--- src/rtl/wb_pkg.sv ---
// Shared types and default widths for the Wishbone arbiter slice.
package wb_pkg;

  localparam int WB_AW = 32;
  localparam int WB_DW = 32;
  localparam int WB_SW = 4;

  // Arbiter FSM: IDLE arbitrates, BUS runs one classic cycle, DONE is the
  // turnaround cycle that lets the finished requester drop its request.
  typedef enum logic [1:0] {
    IDLE = 2'd0,
    BUS  = 2'd1,
    DONE = 2'd2
  } wb_arb_state_t;

endpackage

--- src/rtl/wb_arb_pick.sv ---
// Winner selection for the two-requester arbiter.
// WB_ARB_RR_EN defined   : round-robin, a tie goes to the requester that did
//                          not own the bus last (rr_ptr = last owner).
// WB_ARB_RR_EN undefined : fixed priority, m1 (load/store) beats m0 (fetch).
module wb_arb_pick
  import wb_pkg::*;
(
  input  logic [1:0] req,
  input  logic       rr_ptr,
  output logic [1:0] gnt
);

`ifdef WB_ARB_RR_EN
  // One-hot grant; on a tie the previous owner yields to the other side
  always_comb begin
    gnt = 2'b00;
    case (req)
      2'b01:   gnt = 2'b01;
      2'b10:   gnt = 2'b10;
      2'b11:   gnt = rr_ptr ? 2'b01 : 2'b10;
      default: gnt = 2'b00;
    endcase
  end
`else
  // The pointer has no meaning under fixed priority and is trimmed away
  logic unused_rr_ptr;
  assign unused_rr_ptr = rr_ptr;

  // One-hot grant with the data port always ahead of instruction fetch
  always_comb begin
    gnt = 2'b00;
    if (req[1]) begin
      gnt = 2'b10;
    end else if (req[0]) begin
      gnt = 2'b01;
    end
  end
`endif

endmodule

--- src/rtl/wb_arbiter.sv ---
// Two-requester Wishbone B4 classic arbiter (m0 = fetch, m1 = load/store).
// The winner's request is latched and replayed as one classic cycle; the
// termination is routed back to the owner only. Every output is registered.
// Arbitration policy is selected by WB_ARB_RR_EN (see wb_arb_pick).
module wb_arbiter
  import wb_pkg::*;
#(
  parameter int AW = WB_AW,
  parameter int DW = WB_DW,
  localparam int SW = DW / 8
) (
  input  logic          clk_i,
  input  logic          rst_i,
  input  logic [AW-1:0] m0_addr_i,
  input  logic [DW-1:0] m0_dat_i,
  input  logic [SW-1:0] m0_sel_i,
  input  logic          m0_we_i,
  input  logic          m0_re_i,
  output logic          m0_ack_o,
  output logic          m0_err_o,
  output logic [DW-1:0] m0_dat_o,
  input  logic [AW-1:0] m1_addr_i,
  input  logic [DW-1:0] m1_dat_i,
  input  logic [SW-1:0] m1_sel_i,
  input  logic          m1_we_i,
  input  logic          m1_re_i,
  output logic          m1_ack_o,
  output logic          m1_err_o,
  output logic [DW-1:0] m1_dat_o,
  output logic          wbs_cyc_o,
  output logic          wbs_stb_o,
  output logic [AW-1:0] wbs_addr_o,
  output logic [DW-1:0] wbs_dat_o,
  output logic [SW-1:0] wbs_sel_o,
  output logic          wbs_we_o,
  input  logic [DW-1:0] wbs_dat_i,
  input  logic          wbs_ack_i,
  input  logic          wbs_err_i,
  output logic [1:0]    gnt_o
);

  wb_arb_state_t state;
  logic [1:0]    req;
  logic [1:0]    pick_gnt;
  logic          rr_ptr;

  // A write request wins over a read request from the same port
  assign req = {m1_we_i | m1_re_i, m0_we_i | m0_re_i};

  wb_arb_pick u_pick (
    .req    (req),
    .rr_ptr (rr_ptr),
    .gnt    (pick_gnt)
  );

  // Arbitration, bus cycle sequencing and per-owner response registers
  always_ff @(posedge clk_i) begin
    if (rst_i) begin
      state      <= IDLE;
      rr_ptr     <= 1'b1;
      gnt_o      <= 2'b00;
      wbs_cyc_o  <= 1'b0;
      wbs_stb_o  <= 1'b0;
      wbs_we_o   <= 1'b0;
      wbs_addr_o <= '0;
      wbs_dat_o  <= '0;
      wbs_sel_o  <= '0;
      m0_ack_o   <= 1'b0;
      m0_err_o   <= 1'b0;
      m0_dat_o   <= '0;
      m1_ack_o   <= 1'b0;
      m1_err_o   <= 1'b0;
      m1_dat_o   <= '0;
    end else begin
      m0_ack_o <= 1'b0;
      m0_err_o <= 1'b0;
      m1_ack_o <= 1'b0;
      m1_err_o <= 1'b0;
      case (state)
        IDLE: begin
          if (|req) begin
            if (pick_gnt[1]) begin
              wbs_addr_o <= m1_addr_i;
              wbs_dat_o  <= m1_dat_i;
              wbs_sel_o  <= m1_sel_i;
              wbs_we_o   <= m1_we_i;
            end else begin
              wbs_addr_o <= m0_addr_i;
              wbs_dat_o  <= m0_dat_i;
              wbs_sel_o  <= m0_sel_i;
              wbs_we_o   <= m0_we_i;
            end
            wbs_cyc_o <= 1'b1;
            wbs_stb_o <= 1'b1;
            gnt_o     <= pick_gnt;
            rr_ptr    <= pick_gnt[1];
            state     <= BUS;
          end
        end
        BUS: begin
          if (wbs_err_i) begin
            wbs_cyc_o <= 1'b0;
            wbs_stb_o <= 1'b0;
            wbs_we_o  <= 1'b0;
            m0_err_o  <= gnt_o[0];
            m1_err_o  <= gnt_o[1];
            gnt_o     <= 2'b00;
            state     <= DONE;
          end else if (wbs_ack_i) begin
            wbs_cyc_o <= 1'b0;
            wbs_stb_o <= 1'b0;
            wbs_we_o  <= 1'b0;
            m0_ack_o  <= gnt_o[0];
            m1_ack_o  <= gnt_o[1];
            if (gnt_o[0] && !wbs_we_o) begin
              m0_dat_o <= wbs_dat_i;
            end
            if (gnt_o[1] && !wbs_we_o) begin
              m1_dat_o <= wbs_dat_i;
            end
            gnt_o <= 2'b00;
            state <= DONE;
          end
        end
        DONE: begin
          state <= IDLE;
        end
        default: begin
          state <= IDLE;
        end
      endcase
    end
  end

endmodule

--- config.mk ---
export PLATFORM = sky130hd
export DESIGN_NAME = wb_arbiter
export DESIGN_NICKNAME = d
export VERILOG_FILES = /design/src/rtl/wb_pkg.sv /design/src/rtl/wb_arb_pick.sv /design/src/rtl/wb_arbiter.sv
export SDC_FILE = /design/constraint.sdc
export NUM_CORES = 1
export LEC_CHECK = 0
export BUFFER_PORTS_ARGS = -buffer_cell sky130_fd_sc_hd__buf_2
export CELL_PAD_IN_SITES_DETAIL_PLACEMENT = 1
export CELL_PAD_IN_SITES_GLOBAL_PLACEMENT = 2
export CORE_MARGIN = 4
export CORE_UTILIZATION = 26
export CTS_BUF_LIST = sky130_fd_sc_hd__clkbuf_4 sky130_fd_sc_hd__clkbuf_8
export CTS_CLUSTER_DIAMETER = 200
export DETAILED_ROUTE_END_ITERATION = 8
export MAX_ROUTING_LAYER = met4
export PLACE_DENSITY = 0.88
export REMOVE_ABC_BUFFERS = 1
export SLEW_MARGIN = 20
export SYNTH_ARGS = -nofsm -noshare
export SYNTH_HDL_FRONTEND = slang
export SYNTH_SLANG_ARGS = --single-unit
export TNS_END_PERCENT = 20
--- constraint.sdc ---
create_clock -name clk_i -period 2 [get_ports clk_i]
set_clock_uncertainty 0.2 [all_clocks]
set_input_delay 0.1 -clock clk_i [delete_from_list [all_inputs] [get_ports clk_i]]
set_output_delay 0.1 -clock clk_i [all_outputs]
set_load 0.03 [all_outputs]
# Word level (Yosys, flattened, before mapping)
# Cells that the tools add are included.
# op_classes
eq_ne	3
n_reduce_logical	13
muxes	20
bitwise_logic	5
# op_table
cell	count
$mux 32	2
$mux 2	7
$pmux 2 s2	2
$reduce_and 4->1	2
$mux 1	6
$mux 4	1
$pmux 1 s2	2
$reduce_and 2->1	2
$reduce_or 4->1	1
$ne 3x3->1 const B	1
$not 1->1	3
$reduce_and 3->1	1
$reduce_or 3->1	1
$eq 2x1->1 const B	1
$logic_and 1x1->1	2
$logic_not 2->1	1
$ne 2x2->1 const B	1
$or 1x1->1	2
$reduce_bool 2->1	1
$reduce_or 2->1	1
$logic_not 1->1	1
# totals
word_cells	54
in_bits	176
register_bits	142

# Longest topological paths before layout
# Gate-level depths: netlist of the first run.
# depth
ltp_word	6
mapped_depth	6
depth_no_buf	3

# Hierarchy
# A second synthesis of the first run with hierarchy kept.
# hier_totals
hier_cells	605
area_unflattened_um2	6163.4
# by_module_without_submodules
mod	n_inst	area_each_um2	cells_each
wb_arbiter	1	6142.1	603
wb_arb_pick	1	21.3	2

# Least setup slack after synthesis of the first run
# Ideal clock, no wire load.
# synth_timing
kind	register to register
startpoint	register gnt_o[1]
endpoint	register m1_dat_o[10]
setup_time_ns	0.072
path_slack_ns	0.187
synth_period_minus_slack_ns	1.813
stages_incl_launch_ff	5
arrival_ns	1.541
cell_sequence	dfxtp_1 > inv_1 > nor3_2 > buf_2 > mux2i_1
# synth_via
elab_chain_cells	2
# synth_lines
element	line	text
from (decl)	wb_arbiter.sv:39	output logic [1:0] gnt_o
from (signal assigned)	wb_arbiter.sv:95	gnt_o <= pick_gnt;
$logic_and 1x1->1	wb_arbiter.sv:118	if (gnt_o[1] && !wbs_we_o) begin
$reduce_and 4->1 (no line)	n/a	
to (signal assigned)	wb_arbiter.sv:119	m1_dat_o <= wbs_dat_i;
to (decl)	wb_arbiter.sv:29	output logic [DW-1:0] m1_dat_o,
# Every way passes these cells.
# A chain may end at the register's enable or synchronous reset.

# Final worst setup path of the first run
# layout_timing
startpoint	input m0_we_i
endpoint	register wbs_dat_o[2]
# layout_via
elab_chain_cells	3
# layout_lines
element	line	text
from (decl)	wb_arbiter.sv:17	input logic m0_we_i,
$or 1x1->1	wb_arbiter.sv:48	assign req = {m1_we_i | m1_re_i, m0_we_i | m0_re_i};
$reduce_or 2->1	wb_arbiter.sv:81	if (|req) begin
$reduce_and 2->1 (no line)	n/a	
to (signal assigned)	wb_arbiter.sv:84	wbs_dat_o <= m1_dat_i;
to (signal assigned)	wb_arbiter.sv:89	wbs_dat_o <= m0_dat_i;
to (decl)	wb_arbiter.sv:33	output logic [DW-1:0] wbs_dat_o,
# Every way passes these cells.

==> results of run 1 <==
layer usage:
| layer | up-vias | wire length [um] | part of all wire, % |
|---|---|---|---|
| met5 | - | 0 | 0 |
| met2 | 259 | 12200 | 50 |
| met1 | 3061 | 10000 | 41 |
| li1 | 3113 | - | - |
| met3 | 32 | 1710 | 7.0 |
| met4 | 0 | 406 | 1.7 |
critical path: cells and delay by family:
| kind | cells | cell delay [ps] |
|---|---|---|
| and+or+nand+nor | 2 | 800 |
| AOI/OAI and AO/OA | 1 | 310 |
| buffers and inverters | 3 | 870 |
worst min-delay path by stage:
stage                    from  slack [ps]  depth (start not counted)        endpoint
finish                m1_re_i         110                          5        wbs_we_o
global route          m1_re_i         110                          5  wbs_addr_o[30]
CTS                   m1_re_i          50                          5        wbs_we_o
detailed placement  wbs_ack_i         170                          3        m1_ack_o
global placement    wbs_ack_i         170                          3        m1_ack_o
floorplan               rst_i         -30                          1       wbs_stb_o
layout make-up:
| class | instances | area, um^2 |
|---|---|---|
| Inverter | 4 | 15.0 |
| Sequential cell | 142 | 2840 |
| Fill cell | 2501 | 11900 |
| Timing Repair Buffer | 516 | 3640 |
| Antenna cell | 1 | 2.50 |
| Tap cell | 280 | 350 |
| Clock inverter | 12 | 185 |
| Multi-Input combinational cell | 399 | 2790 |
| Clock buffer | 19 | 249 |
state kept, by name, indices dropped and copies added (netlist names):
name	count
m0_dat_o	32
m1_dat_o	32
wbs_addr_o	32
wbs_dat_o	32
wbs_sel_o	4
gnt_o	2
state	2
m0_ack_o	1
m0_err_o	1
m1_ack_o	1
m1_err_o	1
wbs_stb_o	1
wbs_we_o	1
kinds of logic (layout without fill, tap and decap cells):
group                  after synthesis  count (layout)  share of synthesized area [%]
buffers and inverters               61             551                           4.36
AND/OR/NAND/NOR                    122             122                           8.68
multiplexers                       132             132                           22.6
flip-flops                         142             142                           48.6
AO/OA/AOI/OAI                      145             145                           15.8
other                                0               1                              0
report_power, final:
group | switching [mW] | leakage [nW] | total [mW] | internal (mW)
clock | 1.17 | 0.206 | 2.57 | 1.39
combinational | 1.06 | 3.34 | 1.87 | 0.810
sequential | 0.109 | 1.16 | 3.13 | 3.02
total | 2.35 | 4.71 | 7.57 | 5.22
cell usage after synthesis (2+ instances only):
cell type / instances
dfxtp_1: 142
a21oi_1: 69
inv_1: 3
o21ai_0: 4
nand3b_1: 2
nand2_1: 100
nor3_1: 4
nor2_1: 6
buf_2: 12
clkbuf_1: 41
a211oi_1: 68
buf_1: 2
mux2i_1: 132
or4_1: 2
through the flow:
stage / util, % / total power [mW]
final: 45.9 / 7.57
after floorplan: - / 4.07
after global routing: 45.9 / 7.93
after CTS: 45.8 / 7.61
after global placement: 35.8 / 4.68
after detailed placement: 35.8 / 4.70
layout by cell type, fill, tap and decap left out, drive strengths merged, types with 2 or more instances in the layout:
cell | netlist | layout
a21oi | 69 | 69
bufinv | 0 | 4
nor2 | 6 | 6
buf | 16 | 340
o21ai | 4 | 4
clkinvlp | 0 | 4
o41ai | 2 | 2
dfxtp | 142 | 142
nand2 | 100 | 100
clkbuf | 41 | 19
nand3b | 2 | 2
or4 | 2 | 2
mux2i | 132 | 132
dlygate4sd3 | 0 | 176
a211oi | 68 | 68
inv | 4 | 7
nor3 | 5 | 5
repair_timing:
| action | 4_1_cts | 5_1_grt |
|---|---|---|
| setup endpoints to repair | 0 | 8 |
| buffers inserted | 0 | 0 |
| hold buffers | 176 | 0 |
| gates resized for setup | 0 | 3 |
| hold endpoints to repair | 142 | 0 |
==> metrics list, run 1 <==
- The worst setup path is captured at a register.
- After legalization and detailed placement, the total HPWL measured 15,100 um.
- Least-Margin Pin Slew: 580 ps
* Iteration count of the initial detailed-routing pass: 5
- Status: completed
- DRC viols: 0
- For the worst setup path, the data arrival time is around 2100 ps.
- The critical path in this run is classified as in2reg.
- Final Cell Area: ~10,000 um^2
* Ports: 317
- For this run, the number of Yosys warnings is 0.
* Required time worst endpoint: between 2000 and 2500 ps
- Of all cell types, the one taking the most synthesized area is dfxtp_1.
- In this run the worst setup path terminates at wbs_dat_o[2].
- CTS H-tree lvls: 4
- Portion of synthesized cell area occupied by the leading cell type: about 50%
- For this configuration, the core starts out at a cell density of between 20% and 30%.
* Source-to-sink clock delay at the later pin of the worst-skew pair: ~440 ps
* Final setup violation count: 0
- Die extent in x: ~160 um
* First-pass GRT wire length: about 38,000 um
- Across the run, the number of max-cap violations was 0.
- On the worst path, the slowest cell contributes a delay of around 570 ps.
- The worst-case IR drop observed on VDD is approximately 0.38 mV.
* Placement-stage cell area: just under 8000 um^2
- Rows: 54
* Highest clock frequency the design can meet: 503 MHz
- Global placer's final weighted congestion: between 0.7 and 0.8
* Number of nets with antenna violations after routing: 0
- Power spread over the standard cell area amounts to 751 nW/um^2.
- Critical register-to-register path endpoint: wbs_dat_o[2]
- Global-route met3 utilization: roughly 5.4%
- Congestion Overflow GR: 0
- Net count of the finished layout: between 1,000 and 1,500
- FF-to-FF path depth: 5
- The max-slew violation count was 0.
- Vias per cell: roughly 4.7
- TritonCTS built the clock tree.
* Cells along the critical path: dlygate4sd3_1, buf_2, or4_2, and2_2, buf_12, a211oi_1
- Primary flip-flop cell chosen by synthesis mapping: dfxtp_1
- # clock sinks: 142
* Maximum number of pins on one net before global-route repair: 77
- The area growth from synthesis to layout is 72.2%.
* Synthesized instance count: between 600 and 700
- Min Hold Slack: between 100 and 150 ps
- The synthesized netlist contains 29 unique library cells.
- Clock-pin slew on the worst setup and hold paths: ~90 ps
- Proportion of layout cells with a drive suffix above 1: a little over a third
- Maximum net fanout on the critical path: 67
* DIE AREA: around 25,000 um^2
- Sequential cell area fraction in the yosys report: 48.6%
- By area the synthesized netlist is led by dfxtp_1, mux2i_1, a211oi_1, nand2_1, a21oi_1.
- OpenSTA, run right after detailed placement, puts the worst setup slack at around 34 ps.
* Async S/R FF share, synth: 0%
- Count of input and output buffers: about 320
- DRT Wirelength: roughly 24,000 um
- In the global route stage, met2 resource usage came out at 34.0%.
- The layer flagged by global routing as most heavily used is met2.
- EDFF count, synth: 0
- For the final routed database, the setup TNS stands at 0 ps.
* Number of clock buffers inserted by TritonCTS: 17
- The die is 158 um tall.
- In the final routed layout, each cell accounts on average for around 18 um.
- Among all stages on the critical path, the largest delay is contributed by or4_2.
* Total count of hold-check failures in the final report: 0
* Total leakage power: 4.71 nW
* Vias after detailed routing: 6,465
- Min-delay worst type: in2reg
* Detailed router's first-iteration violation count: around 240
- Leaving out filler cells and counting taps, the final layout contains 1,373.
- After synthesis, the mean cell area works out to a little under 10 um^2.
- Worst reg2reg path startpoint: state[0]
* Post-Place Cells: 1,165
- Setup slack, reg-to-reg: ~270 ps
* Root buf cell: clkbuf_8
- After synthesis the cells add up to about 5900 um^2.
- In the finished design, the share of the clock period the worst path needs comes to just under 100%.
* Met1 track demand over resource in global routing: roughly 22%
* Total core area: 22,000 um^2
- Crit. Startpoint: m0_we_i
- Relative slew slack: 61.3%
* Tmin final: 1990 ps
- Once routing completed, OpenROAD measured the worst setup slack at between 10 and 15 ps.
* Startpoint types: input port
* Clk buf depth: 2
* Total routing resource utilization after global routing: approximately a fifth
- Setup repair after global routing missed its margin: no
- Initial antenna violation count: 0
* Vias in the first global route: around 7,100
* Number of register bits inferred by synthesis: around 140
Power figures use the tool's default switching activity.
==> run 2: changes to the inputs <==
--- a/config.mk
+++ b/config.mk
@@ -16,6 +16,7 @@
 export MAX_ROUTING_LAYER = met4
 export PLACE_DENSITY = 0.88
 export REMOVE_ABC_BUFFERS = 1
+export SETUP_SLACK_MARGIN = 0.5
 export SLEW_MARGIN = 20
 export SYNTH_ARGS = -nofsm -noshare
 export SYNTH_HDL_FRONTEND = slang
==> constraint.sdc (replaced) <==
create_clock -name clk_i -period 2.2 [get_ports clk_i]
set_clock_uncertainty 0.2 [all_clocks]
set_input_delay 0.11 -clock clk_i [delete_from_list [all_inputs] [get_ports clk_i]]
set_output_delay 0.11 -clock clk_i [all_outputs]
set_load 0.03 [all_outputs]
==> run 2 against run 1 <==
- clock power down 12%
- cell count unchanged
- flip-flop and latch count unchanged
- sequential share of layout area down 0.16 points
- first-iteration DRC count down 1.2%
- setup slack better by 430 ps
- combinational power down 6%
- wire length up 7.5%
- sequential power down 9.3%
- critical path depth unchanged
- worst hold slack worse by 25 ps
- final area up 0.75%
==> metrics list, run 2 (synthesized netlist as in run 1, its figures left out) <==
- The run finished with clean final reports.
- The critical path starts at state[1].
* Commonest non-fill, non-tap cells in the layout: buf_2, dlygate4sd3_1, dfxtp_1
- Vias in the first global route: 7,042 (-0.25%)
- The all-layer global routing usage came to 19.9% (+0.36 points).
- # clock sinks: 142 (unchanged)
* Half-perimeter wire length of the detailed placement result: 15,400 um (+2.4%)
- The maximum ir drop on the vdd rail came to 0.325 mV (-15%).
* Net count of the finished layout: 1,257 (+0.080%)
- Family with the most delay on the worst path: buffers and inverters
- The pin slew with the least headroom to its limit is 452 ps (-127 ps).
- Category of the worst setup path capture point: register
- Startpoint types: register
- The worst-path maximum fanout came to 12 (-82%).
* Vias per cell: 4.76 (+1.1%)
- The number of filler cells placed in the layout is 2,521 (+0.80%).
- The signal on the critical path passes through nand4bb_4, buf_6, nor3_4, buf_6, clkbuf_16, mux2i_1.
* Total count of hold-check failures in the final report: 0 (unchanged)
* Final setup violation count: 0 (unchanged)
- The critical path in this run is classified as reg2reg.
* Total core area: 22,000 um^2 (unchanged)
- The total congestion overflow after global routing is 0 (unchanged).
* Initial core utilization: 26.7% (unchanged)
- The placer's final routability congestion estimate is 0.752 (-0.33%).
- The most numerous cell type found on the critical path is buf_6.
- The cell area after layout came to 10,200 um^2 (+0.75%).
- Count of input and output buffers: 316 (unchanged)
- Max-Cap Viols: 0 (unchanged)
- The routed via count is 6,535 (+1.1%).
* Relative slew slack: 69.8% (+8.5 points)
- Setup repair after global routing missed its margin: yes
* Number of nets with antenna violations after routing: 0 (unchanged)
- Iteration count of the initial detailed-routing pass: 4 (-1)
* Wire length per cell: 19.0 um (+7.5%)
- The tree is rooted in a clkbuf_8.
* Die extent in x: 158 um (unchanged)
- Detailed router's first-iteration violation count: 239 (-1.2%)
- Area growth from synthesis to layout: 73.5%
* Placement-stage cell area: 7790 um^2 (-0.99%)
* Total leakage power: 4.74 nW (+0.62%)
- First-pass GRT wire length: 38,200 um (+1.0%)
* DRC viols: 0 (unchanged)
- P per Cell Area: 674 nW/um^2 (-10%)
- The number of buffers added by the clock tree synthesis step was 17 (unchanged).
* Y dimension of the die: 158 um (unchanged)
- The cell row count came to 54 (unchanged).
* Buffering stage count on the worst path with inverters included: 3 (unchanged)
- For this design, the slowest cell found on the critical path is dfxtp_4.
- Leaving out fill and tap cells, the most frequent cell in the layout is buf_2.
- DIE AREA: 25,000 um^2 (unchanged)
- Source-to-sink clock delay at the later pin of the worst-skew pair: 440 ps (about the same)
* Start point of the worst hold path: wbs_err_i
- The register cell area after layout came to 2850 um^2 (+0.18%).
- Worst reg2reg path startpoint: state[1]
* Diode count: 0 (-1)
- Setup TNS after final layout: 0 ps (unchanged)
* Clock tree from TritonCTS: built
* CTS H-tree lvls: 4 (unchanged)
* Max-slew violation total from the final report: 0 (unchanged)
* Ports: 317 (unchanged)
* Proportion of layout cells with a drive suffix above 1: 35.5% (+0.43 points)
- Data arrival at the endpoint of the critical path: 1910 ps (-220 ps)
* Critical Path Max Stage Delay: 370 ps (-200 ps)
- Clock-pin slew on the worst setup and hold paths: 80 ps (about the same)
- Of the available clock period, the critical path in the final layout requires roughly four fifths.
* Area of the multi-input gates: 2820 um^2 (+0.81%)
- The required time at the worst-slack endpoint came to 2360 ps (+210 ps).
* Highest clock frequency the design can meet: 570 MHz
* Tmin final: 1750 ps
- DRT Wirelength: 26,100 um (+7.5%)
* Initial antenna violation count: 0 (unchanged)
- The tightest min-delay check is of the in2reg type.
* Maximum number of pins on one net before global-route repair: 72 (-6.5%)
- The deepest clock path buffer count was 2 (unchanged).
## run 2: metrics by stage
step	setup slack (ps)	power (mW)	hold slack (ps)	utilization (%)	std cells
2_1_floorplan	-3100	3.70	-20.9	-	545
3_3_place_gp	220	4.25	182	35.5	1158
3_5_place_dp	217	4.27	184	35.5	1158
4_1_cts	466	6.82	92.2	45.5	1366
5_1_grt	363	7.16	74.8	46.2	1373
6_report	445	6.84	85.3	46.2	1373
## run 2: path summary, 6_finish.rpt
kind	endpoint	slack, ps	depth (start not counted)
worst min-delay path	m1_dat_o[31]	90	4
worst min register to register	state[0]	260	1
worst max register to register	m1_dat_o[7]	450	6
worst max-delay path	m1_dat_o[7]	450	6
## run 2: where the power goes
group / switching (mW) / internal (mW) / leakage, nW / total [mW]
registers: 0.100 / 2.74 / 1.16 / 2.84
clock network: 1.08 / 1.17 / 0.199 / 2.25
logic: 0.997 / 0.748 / 3.37 / 1.75
total: 2.18 / 4.66 / 4.74 / 6.84
## run 2: cell type report
cell class                 count  share of cell area (%)
timing repair buffer         517                    36.5
sequential                   142                    28.0
multi-input combinational    399                    27.7
tap                          280                    3.45
clock buffer                  19                    2.51
clock inverter                12                    1.58
inverter                       4                   0.148
## run 2: what timing repair did
action,in CTS,in global routing
setup buffers,0,3
hold endpoints to repair,142,0
gates cloned,0,4
pin swaps,0,1
endpoints found under the setup margin,49,72
hold buffers,177,0
gates resized for setup,2,11
## run 2: metal layers
metal / share of wire, % / wire (um) / track usage [%] / up-vias
met5: 0 / 0 / - / -
met4: 2.5 / 651 / 6.21 / 0
met3: 6.7 / 1750 / 5.77 / 45
met2: 50 / 13000 / 34.3 / 269
met1: 41 / 10700 / 22.3 / 3109
li1: - / - / - / 3112
## run 2: worst register-to-register path, cell delays in order (launching register included)
cell and delay [ps]:
dfxtp_4 370, nand4bb_4 220, buf_6 150, nor3_4 210, buf_6 140, clkbuf_16 180
mux2i_1 220
